$ cat config.mk
export PLATFORM = sky130hd
export DESIGN_NAME = seg7_reader
export DESIGN_NICKNAME = d
export VERILOG_FILES = /design/src/rtl/seg7_reader.sv
export SDC_FILE = /design/constraint.sdc
export NUM_CORES = 1
export LEC_CHECK = 0
export ABC_AREA = 0
export CAP_MARGIN = 25
export CORE_MARGIN = 2
export CORE_UTILIZATION = 55
export DETAILED_ROUTE_END_ITERATION = 8
export PLACE_DENSITY_LB_ADDON = 0.12
export SYNTH_ARGS = -nofsm -noshare
export SYNTH_HDL_FRONTEND = slang
export SYNTH_SLANG_ARGS = --single-unit
$ cat constraint.sdc
create_clock -name CLOCK_50 -period 2.65 [get_ports CLOCK_50]
set_input_delay 0.53 -clock CLOCK_50 [delete_from_list [all_inputs] [get_ports CLOCK_50]]
set_output_delay 0.53 -clock CLOCK_50 [all_outputs]
set_load 0.05 [all_outputs]
$ cat src/rtl/seg7_reader.sv
// Recovers a decimal digit from an asynchronous 7-segment bus: it synchronises the bus,
// debounces it, then classifies each stable pattern as digit 0-9, blank or illegal.
module seg7_reader #(
  parameter int unsigned STABLE_CYCLES = 4,
  parameter int unsigned CNT_W         = 8
) (
  input  logic             CLOCK_50,
  input  logic             RESET_N,
  input  logic [6:0]       segIn,
  output logic [3:0]       digit,
  output logic             digitValid,
  output logic             blank,
  output logic             errorFlag,
  output logic             newDigit,
  output logic [CNT_W-1:0] acceptCount
);

  localparam int unsigned SC_W     = 4;
  localparam logic [SC_W-1:0] STABLE_N = SC_W'(STABLE_CYCLES);

  typedef enum logic {
    SETTLE = 1'b0,
    LOCKED = 1'b1
  } state_t;

  state_t          state, state_nxt;
  logic [6:0]      s1, s2;
  logic [6:0]      cand, cand_nxt;
  logic [SC_W-1:0] cnt, cnt_nxt;
  logic [6:0]      accepted_pattern;
  logic            accept_c;
  logic            changed_c;
  logic [3:0]      dec_c;
  logic            is_digit_c;
  logic            is_blank_c;

  function automatic logic [3:0] decode(input logic [6:0] p);
    logic [3:0] d;
    case (p)
      7'h3F:   d = 4'd0;
      7'h06:   d = 4'd1;
      7'h5B:   d = 4'd2;
      7'h4F:   d = 4'd3;
      7'h66:   d = 4'd4;
      7'h6D:   d = 4'd5;
      7'h7D:   d = 4'd6;
      7'h07:   d = 4'd7;
      7'h7F:   d = 4'd8;
      7'h6F:   d = 4'd9;
      default: d = 4'hF;
    endcase
    return d;
  endfunction

  // Two-flop synchroniser; nothing else looks at segIn.
  always_ff @(posedge CLOCK_50 or negedge RESET_N) begin
    if (!RESET_N) begin
      s1 <= 7'd0;
      s2 <= 7'd0;
    end else begin
      s1 <= segIn;
      s2 <= s1;
    end
  end

  always_ff @(posedge CLOCK_50 or negedge RESET_N) begin
    if (!RESET_N) begin
      state <= LOCKED;
      cand  <= 7'd0;
      cnt   <= STABLE_N;
    end else begin
      state <= state_nxt;
      cand  <= cand_nxt;
      cnt   <= cnt_nxt;
    end
  end

  // Any change in s2 restarts the count, so the accept edge is the one that reaches STABLE_N.
  always_comb begin
    cand_nxt  = cand;
    cnt_nxt   = cnt;
    state_nxt = state;
    accept_c  = 1'b0;
    if (s2 != cand) begin
      cand_nxt = s2;
      cnt_nxt  = SC_W'(1);
    end else if (state == SETTLE) begin
      cnt_nxt = cnt + SC_W'(1);
    end
    if (cnt_nxt == STABLE_N) begin
      state_nxt = LOCKED;
      accept_c  = (state == SETTLE) || (s2 != cand);
    end else begin
      state_nxt = SETTLE;
    end
  end

  always_comb begin
    dec_c      = decode(cand_nxt);
    is_digit_c = (dec_c != 4'hF);
    is_blank_c = (cand_nxt == 7'd0);
    changed_c  = accept_c && (cand_nxt != accepted_pattern);
  end

  // Classification outputs only move on an accept edge, so short glitches never reach them.
  always_ff @(posedge CLOCK_50 or negedge RESET_N) begin
    if (!RESET_N) begin
      digit            <= 4'hF;
      digitValid       <= 1'b0;
      blank            <= 1'b1;
      errorFlag        <= 1'b0;
      newDigit         <= 1'b0;
      acceptCount      <= CNT_W'(0);
      accepted_pattern <= 7'd0;
    end else begin
      newDigit <= changed_c;
      if (accept_c) begin
        digit      <= dec_c;
        digitValid <= is_digit_c;
        blank      <= is_blank_c;
        errorFlag  <= !is_digit_c && !is_blank_c;
      end
      if (changed_c) begin
        accepted_pattern <= cand_nxt;
        acceptCount      <= acceptCount + CNT_W'(1);
      end
    end
  end

endmodule

Word-level counts from Yosys, hierarchy flattened. Index checks and enable logic that the tools add are counted.

Bits in registers: 49. Latch bits: 0. Memory bits (writable): 0. Memory bits (read-only): 0. Input bits: 9. Output and inout bits: 16. Memories: 0.

$add $sub $neg: 2. Multiply operators: 0. Divide/modulo/power cells: 0. Magnitude comparators: 0. Eq/ne operators: 14. Shift-type cells: 0. Mux-type cells: 6. Bitwise gates (word level): 1. Reductions and logical operators: 6.

Operators with widths (count): equality test 7 bit (second input constant) (7); case mux 4 bit (10 select lines) (1); equality test 7 x 3 -> 1 bit (second input constant) (2); inequality test 7 bit (2); adder 8 x 1 -> 8 bit (second input constant) (1); 2-to-1 mux 4 bit (2); equality test 7 x 6 -> 1 bit (second input constant) (1); logical NOT 7 bit (1); 2-to-1 mux 7 bit (1); adder 4 x 1 -> 4 bit (second input constant) (1); equality test 4 x 3 -> 1 bit (second input constant) (1); inequality test 4 bit (second input constant) (1); logical AND 1 bit (2); logical NOT 1 bit (2); 2-to-1 mux 1 bit (2); logical OR 1 bit (1); NOT 1 bit (1).

Logic depth before layout (Yosys ltp). Gate-level depths: netlist (run 1).

Depth in word-level cells: 7. Gate-level depth with buffers: 7.

Worst setup path after synthesis (run 1). OpenSTA, ideal clock, no wires.

Path kind: reg-to-reg. Start point: register s2[2]. End point: register accepted_pattern[0]. Setup time: 0.125 ns. Data arrival time: 2.106 ns. Path slack: 0.419 ns. Stages on the path, launching flop included: 8. Buffers on the path: 2. Clock period less this slack: 2.231 ns. Path through: dfrtp_1 buf_6 xor2_2 nor4_4 nand4_4 or4_1 buf_6 mux2_4.

Cells in the longest elaborated chain, start to end: 5.

Ends and longest elaborated chain: from (decl) (RTL line 27) `logic [6:0] s1, s2;`; from (signal assigned) (RTL line 59) `s2 <= 7'd0;`; from (signal assigned) (RTL line 62) `s2 <= s1;`; inequality test 7 bit (RTL line 84, 92); 2-to-1 mux 4 bit (RTL line 84) `if (s2 != cand) begin`; equality test 4 x 3 -> 1 bit (RTL line 90) `if (cnt_nxt == STABLE_N) begin`; 2-to-1 mux 1 bit (RTL line 90); logical AND 1 bit (RTL line 102) `changed_c = accept_c && (cand_nxt != accepted_pattern);`; to (signal assigned) (RTL line 124) `accepted_pattern <= cand_nxt;`; to (decl) (RTL line 30) `logic [6:0] accepted_pattern;`.

Parallel ways exist; a longest one is shown, timed or not. A chain may end at the register's enable or synchronous reset.

Worst setup path in the final report (run 1).
Start point: register s2[3]. End point: register accepted_pattern[1].

The elaborated chain is that of the path after synthesis.

==> results.toml, run 1 <==
[status]
status = "completed"

[place]
preCtsSetupSlack_ns = 0.3070
dp_hpwl_um = 2625
port_buffers = 24
globalplace.congestion = 0.7691

[sta]
setup_tns_ns = 0
fin_crit_sh_pct = 88.27
setup_viol = 0
setup_ws_ns = 0.3108
rsz0062_at_grt = "false"
timing.fmax_ghz = 0.4275
fin_worst_skew_ns = 0.009229
finalHoldViolations = 0
finalMaxSlewViolations = 0
period_needed_ns = 2.339
worst_slew_pin_slew_ns = 0.6827
slew_headroom_pct = 54.16

[global_routing]
grt-ovfl-total = 0
grt_max_degree = 48
track_usage_pct = 19.83
grt_pass1_vias = 1412
antenna_found_initial = 0
grt_pass1_wl_um = 6561

[power]
p_per_area_nw_per_um2 = 508.2
vdd_drop_max_mv = 0.3832
p_leak_nw = 1.153

[synthesis]
netlist.area_leader.share_pct = 47.24
synthFlopType = "dfrtp_1"
postSynthNetCount = 189
avgSynthCellArea_um2 = 12.50
yosysMostFrequentCell = "dfrtp_1"
syn-cell-area_um2 = 2225
ys_warn_count = 0
synth_edf_count = 0
netlist_instances = 178
synthTopCellsByArea = "dfrtp_1 (47%), dfstp_2 (8.3%), xor2_1 (7.1%)"
ys_types = 41
synth_top_area_cell = "dfrtp_1"
yosysSeqAreaShare_pct = 55.51
ys_ff_latch = 49
netlist_top_cells_count = "dfrtp_1 (42), xor2_1 (18), clkbuf_1 (15), nor4_1 (8)"
async_reset_ff_share_pct = 100.0

[cts]
cts_resized = 0
htree_num_levels = 2
numCtsBuffers = 5
clkTransAtPathRegs_ns = 0.10
clock-root-buffer = "clkbuf_8"
clk-insertion-delay-late_ns = 0.31
cts_tree = "done"
postCtsHoldBufs = 0
cts_setup_buffers = 0
clock_sinks = 49
clockBufferDepth = 2

[worst_setup_path]
required_ns = 2.84
crit_chain = "xor2_1 -> nor4_4 -> nand4_4 -> or4_1 -> mux2_4"
rr_startpoint = "s2[3]"
cp_slowest_stage_delay_ns = 0.77
crit_family = "simple AND/OR/NAND/NOR gates"
cp_slowest_cell = "or4_1"
crit_fanout = 11
critPathLaunchType = "register"
worstSetupPathDepth = 5
startpoint = "s2[3]"
arrival_ns = 2.53
end_kind = "register"
rr_endpoint = "accepted_pattern[1]"
r2r_slack_ns = 0.31
timing_worst_setup_path_type = "register to register"
r2r_cells = 5
crit_end = "accepted_pattern[1]"
path_buf_inv = 0

[detailed_routing]
first_pass_iters = 4
drcViolationCount = 0
num_vias = 1398
drtAntennaViolNets = 0
drt_iter0_drc = 79
wl_per_cell_um = 15.14
viasPerCell = 5.592
routed_wl_um = 3785

[die]
num_io_pins = 25
die-area_um2 = 4570
die_h_um = 67.60
core_um2 = 3943
die_w_um = 67.60
start_util_pct = 56.43
rows = 23

[final_layout]
insertedDiodeCount = 0
drive_gt1_share_pct = 21.50
syn2layout_area_growth_pct = 17.15
nets = 210

[worst_hold_path]
hold_class = "input pin to asynchronous set/reset pin"

[run]
max_cap_violations = 0
-- layer usage --
layer	part of all wire, %	track usage (%)
met1	43	24.13
met2	52	32.11
met3	3.1	6.500
met4	1.3	8.673
met5	0	0
-- worst register-to-register path, stage by stage, from the launching register on --
cell,delay [ns]
dfrtp_1,0.52
xor2_1,0.22
nor4_4,0.21
nand4_4,0.13
or4_1,0.77
mux2_4,0.38
-- where the power goes --
group | internal, mW | switching, mW | total (mW)
Clock | 0.197 | 0.262 | 0.459
Combinational | 0.0377 | 0.0468 | 0.0844
Sequential | 0.764 | 0.0169 | 0.781
Total | 0.999 | 0.325 | 1.32
-- cell families after synthesis --
logic type	synth area share, %
simple gates	16.42
flops	55.51
xor+xnor	9.786
buf+inv	3.881
compound gates	4.612
mux	8.661
fa+ha+maj	1.125
-- stage by stage --
stage	instances	power [mW]	hold WS, ns	utilization (%)	cell area (um2)
global placement	241	0.8730	0.3321	63.12	2489
finish	250	1.324	0.02979	66.11	2606
global route	250	1.393	0.01601	66.11	2606
floorplan	178	0.8411	0.2344	-	2225
CTS	249	1.342	0.3576	65.60	2586
detailed placement	241	0.8776	0.3347	63.12	2489
-- worst min-delay path by stage --
stage,endpoint,slack [ns],start
5_1_grt,acceptCount[5],0.02,RESET_N
2_1_floorplan,acceptCount[0],0.23,RESET_N
6_report,acceptCount[5],0.03,RESET_N
3_3_place_gp,s2[5],0.33,s1[5]
4_1_cts,s2[6],0.36,s1[6]
3_5_place_dp,s2[6],0.33,s1[6]
-- cell type report --
cell class,instances,area [um2]
fill,308,1336
sequential,49,1235
multi-input combinational,110,903.4
timing repair buffer,31,300.3
clock buffer,5,68.82
tap,50,62.56
clock inverter,3,28.78
inverter,2,7.507
-- registers in the layout, summed over array words and instances (netlist names), 4 cells and up --
register and cells:
cand 7, accepted_pattern 7, s2 7, digit 4, s1 7, cnt 4
acceptCount 8
-- layout by cell type, fill, tap and decap left out, types with 2 or more instances in the layout --
| master | synthesis | routed |
|---|---|---|
| mux2_4 | 7 | 7 |
| clkdlybuf4s50_1 | 0 | 23 |
| clkbuf_8 | 0 | 5 |
| xnor2_1 | 5 | 5 |
| nor3_1 | 3 | 3 |
| nand3_1 | 5 | 5 |
| xor2_1 | 18 | 18 |
| mux2_2 | 6 | 6 |
| dfrtp_1 | 42 | 42 |
| and2_1 | 4 | 4 |
| a21oi_1 | 2 | 2 |
| mux2i_1 | 2 | 2 |
| nor2b_1 | 3 | 3 |
| nor4_4 | 2 | 2 |
| o21ai_0 | 3 | 3 |
| inv_1 | 2 | 2 |
| dfstp_2 | 7 | 7 |
| ha_1 | 2 | 2 |
| nand2b_1 | 3 | 3 |
| nand2_1 | 5 | 5 |
| nor4_1 | 8 | 8 |
| or4_1 | 3 | 3 |
| o22ai_1 | 3 | 3 |
| a211o_1 | 2 | 2 |
| nand4_1 | 4 | 4 |
| nor2_1 | 5 | 5 |
| buf_4 | 0 | 6 |
No activity file was read; power rests on OpenSTA's default activity.
==> run 2: changes to the inputs <==
- PLACE_DENSITY: not set -> 0.78
- PLACE_DENSITY_LB_ADDON: 0.12 -> not set
==> run 2 against run 1 <==
Register-to-register slack lost 0.02 ns. Critical path depth grew 1. Setup slack lost 0.023 ns. Largest cell class unchanged. Final area is the same. Sequential cell count is the same. Fmax shrank 0.97%. Global-route usage shrank 0.46 points. Core utilization is the same. Non-clock buffer count grew 2. Critical endpoint is now accepted_pattern[5]. Sequential power is essentially flat. Clock-buffer cell count grew 3.
==> results.toml, run 2 (synthesized netlist as in run 1, its figures left out) <==
[status]
status = "completed"

[sta]
worst_slew_pin_slew_ns = 0.5153
finalMaxSlewViolations = 0
holdWs_ns = 0.3525
finalHoldViolations = 0
setup_viol = 0
rsz0062_at_grt = "false"
fin_crit_sh_pct = 89.14
setup_tns_ns = 0
fin_worst_skew_ns = 0.01353
slew_headroom_pct = 65.54
timing.fmax_ghz = 0.4233
period_needed_ns = 2.362

[place]
dp.cells = 242
dpl_cell_area_um2 = 2496
globalplace.congestion = 0.7384
port_buffers = 24
dp_hpwl_um = 2796

[final_layout]
layout_commonest_cell = "dfrtp_1"
largest_register = "acceptCount"
insertedDiodeCount = 0
mostFrequentLayoutCells = "dfrtp_1 (42), clkdlybuf4s50_1 (23), xor2_1 (18)"
stdcell_area_um2 = 2606
largest_register_ffs = 8
final_cells = 252
nets = 212
drive_gt1_share_pct = 20.30
fill_cells = 281
syn2layout_area_growth_pct = 17.15

[cts]
cts_tree = "done"
clkTransAtPathRegs_ns = 0.08
cts_resized = 0
clock-root-buffer = "clkbuf_8"
clk-insertion-delay-late_ns = 0.31
clockBufferDepth = 2
numCtsBuffers = 5
clock_sinks = 49
htree_num_levels = 2

[global_routing]
use_met2_pct = 32.84
grt_pass1_vias = 1440
grt_most_used_layer = "met2"
grt_max_degree = 46
grt-ovfl-total = 0
antenna_found_initial = 0
grtUsageMet3_pct = 5.000
track_usage_pct = 19.37
grt_pass1_wl_um = 6486
use_met1_pct = 22.84

[worst_setup_path]
worstSetupPathDepth = 6
path_buf_inv = 0
timing_worst_setup_path_type = "register to register"
crit_family = "simple AND/OR/NAND/NOR gates"
critPathLaunchType = "register"
crit_fanout = 8
cp_slowest_stage_delay_ns = 0.66
required_ns = 2.84
startpoint = "cnt[0]"
r2r_cells = 6
rr_startpoint = "cnt[0]"
rr_endpoint = "accepted_pattern[5]"
end_kind = "register"
cp_slowest_cell = "or4_1"
crit_chain = "ha_1 -> nor2b_1 -> o21ai_0 -> mux2i_1 -> or4_1 -> mux2_4"
r2r_slack_ns = 0.29
arrival_ns = 2.55

[worst_hold_path]
hold_class = "register to register"
hold_end = "s2[0]"
holdCritStartpoint = "s1[0]"
min_path_cells = 0

[power]
switchingPower_uw = 291.0
swShare_pct = 22.71
power.total_mw = 1.282
intPower_uw = 990.7
clkPwrFrac_pct = 32.4
vdd_drop_max_mv = 0.4426
p_per_area_nw_per_um2 = 491.8
power_frac_seq_pct = 60.9
power_frac_comb_pct = 6.7
p_leak_nw = 1.150

[die]
rows = 23
start_util_pct = 56.43
core_um2 = 3943
die_h_um = 67.60
num_io_pins = 25
die_w_um = 67.60
die-area_um2 = 4570

[detailed_routing]
drt_iter0_drc = 122
num_vias = 1422
drtAntennaViolNets = 0
viasPerCell = 5.643
wl_per_cell_um = 15.17
first_pass_iters = 4
routed_wl_um = 3823
drcViolationCount = 0

[run]
max_cap_violations = 0
[run 2: changes by cell type in the layout (fill, tap and decap cells not counted), sizes merged]
cell         previous run  this run
clkbuf                  5         8
inv                     4         2
buf                     8         9
clkinv                  1         0
dlygate4sd3             0         1
[run 2: layer usage]
layer | up-vias | share of wire [%]
met4 | 0 | 2.1
met2 | 43 | 53
li1 | 661 | -
met3 | 8 | 4.2
met1 | 710 | 41
met5 | - | 0
[run 2: layout make-up]
type / instances / area, um2 / share of cell area [%]
Timing Repair Buffer: 33 / 317.8 / 12.19
Inverter: 2 / 7.507 / 0.2880
Sequential cell: 49 / 1235 / 47.38
Clock buffer: 8 / 80.08 / 3.072
Tap cell: 50 / 62.56 / 2.400
Multi-Input combinational cell: 110 / 903.4 / 34.66
[run 2: worst max-delay path by stage]
stage / slack (ns) / end
6_report: 0.29 / accepted_pattern[5]
5_1_grt: 0.19 / accepted_pattern[5]
4_1_cts: 0.29 / accepted_pattern[5]
3_5_place_dp: 0.32 / accepted_pattern[4]
3_3_place_gp: 0.39 / accepted_pattern[5]
2_1_floorplan: 0.42 / accepted_pattern[0]
[run 2: repair_timing]
| action | CTS | global route |
|---|---|---|
| hold endpoints to repair | 0 | 1 |
| buffers inserted | 0 | 0 |
| hold buffers | 0 | 1 |
[run 2: worst reg2reg max path, stage by stage, from the launching register on]
cell and delay (ns):
dfrtp_1 0.43, ha_1 0.35, nor2b_1 0.16, o21ai_0 0.15, mux2i_1 0.12, or4_1 0.66
mux2_4 0.39
[run 2: power by group through the flow]
stage / Clock [mW] / Sequential (mW) / Combinational, mW
after floorplan: 0 / 0.786 / 0.0556
after global placement: 0 / 0.794 / 0.0786
after detailed placement: 0 / 0.796 / 0.0820
after CTS: 0.427 / 0.781 / 0.0820
after global routing: 0.462 / 0.784 / 0.0949
final: 0.415 / 0.781 / 0.0854
[run 2: through the flow]
step / util (%) / worst slack (ns)
after CTS: 65.34 / 0.2925
after floorplan: - / 0.4190
after detailed placement: 63.31 / 0.3214
after global placement: 63.31 / 0.3916
final: 66.11 / 0.2878
after global routing: 66.11 / 0.1895
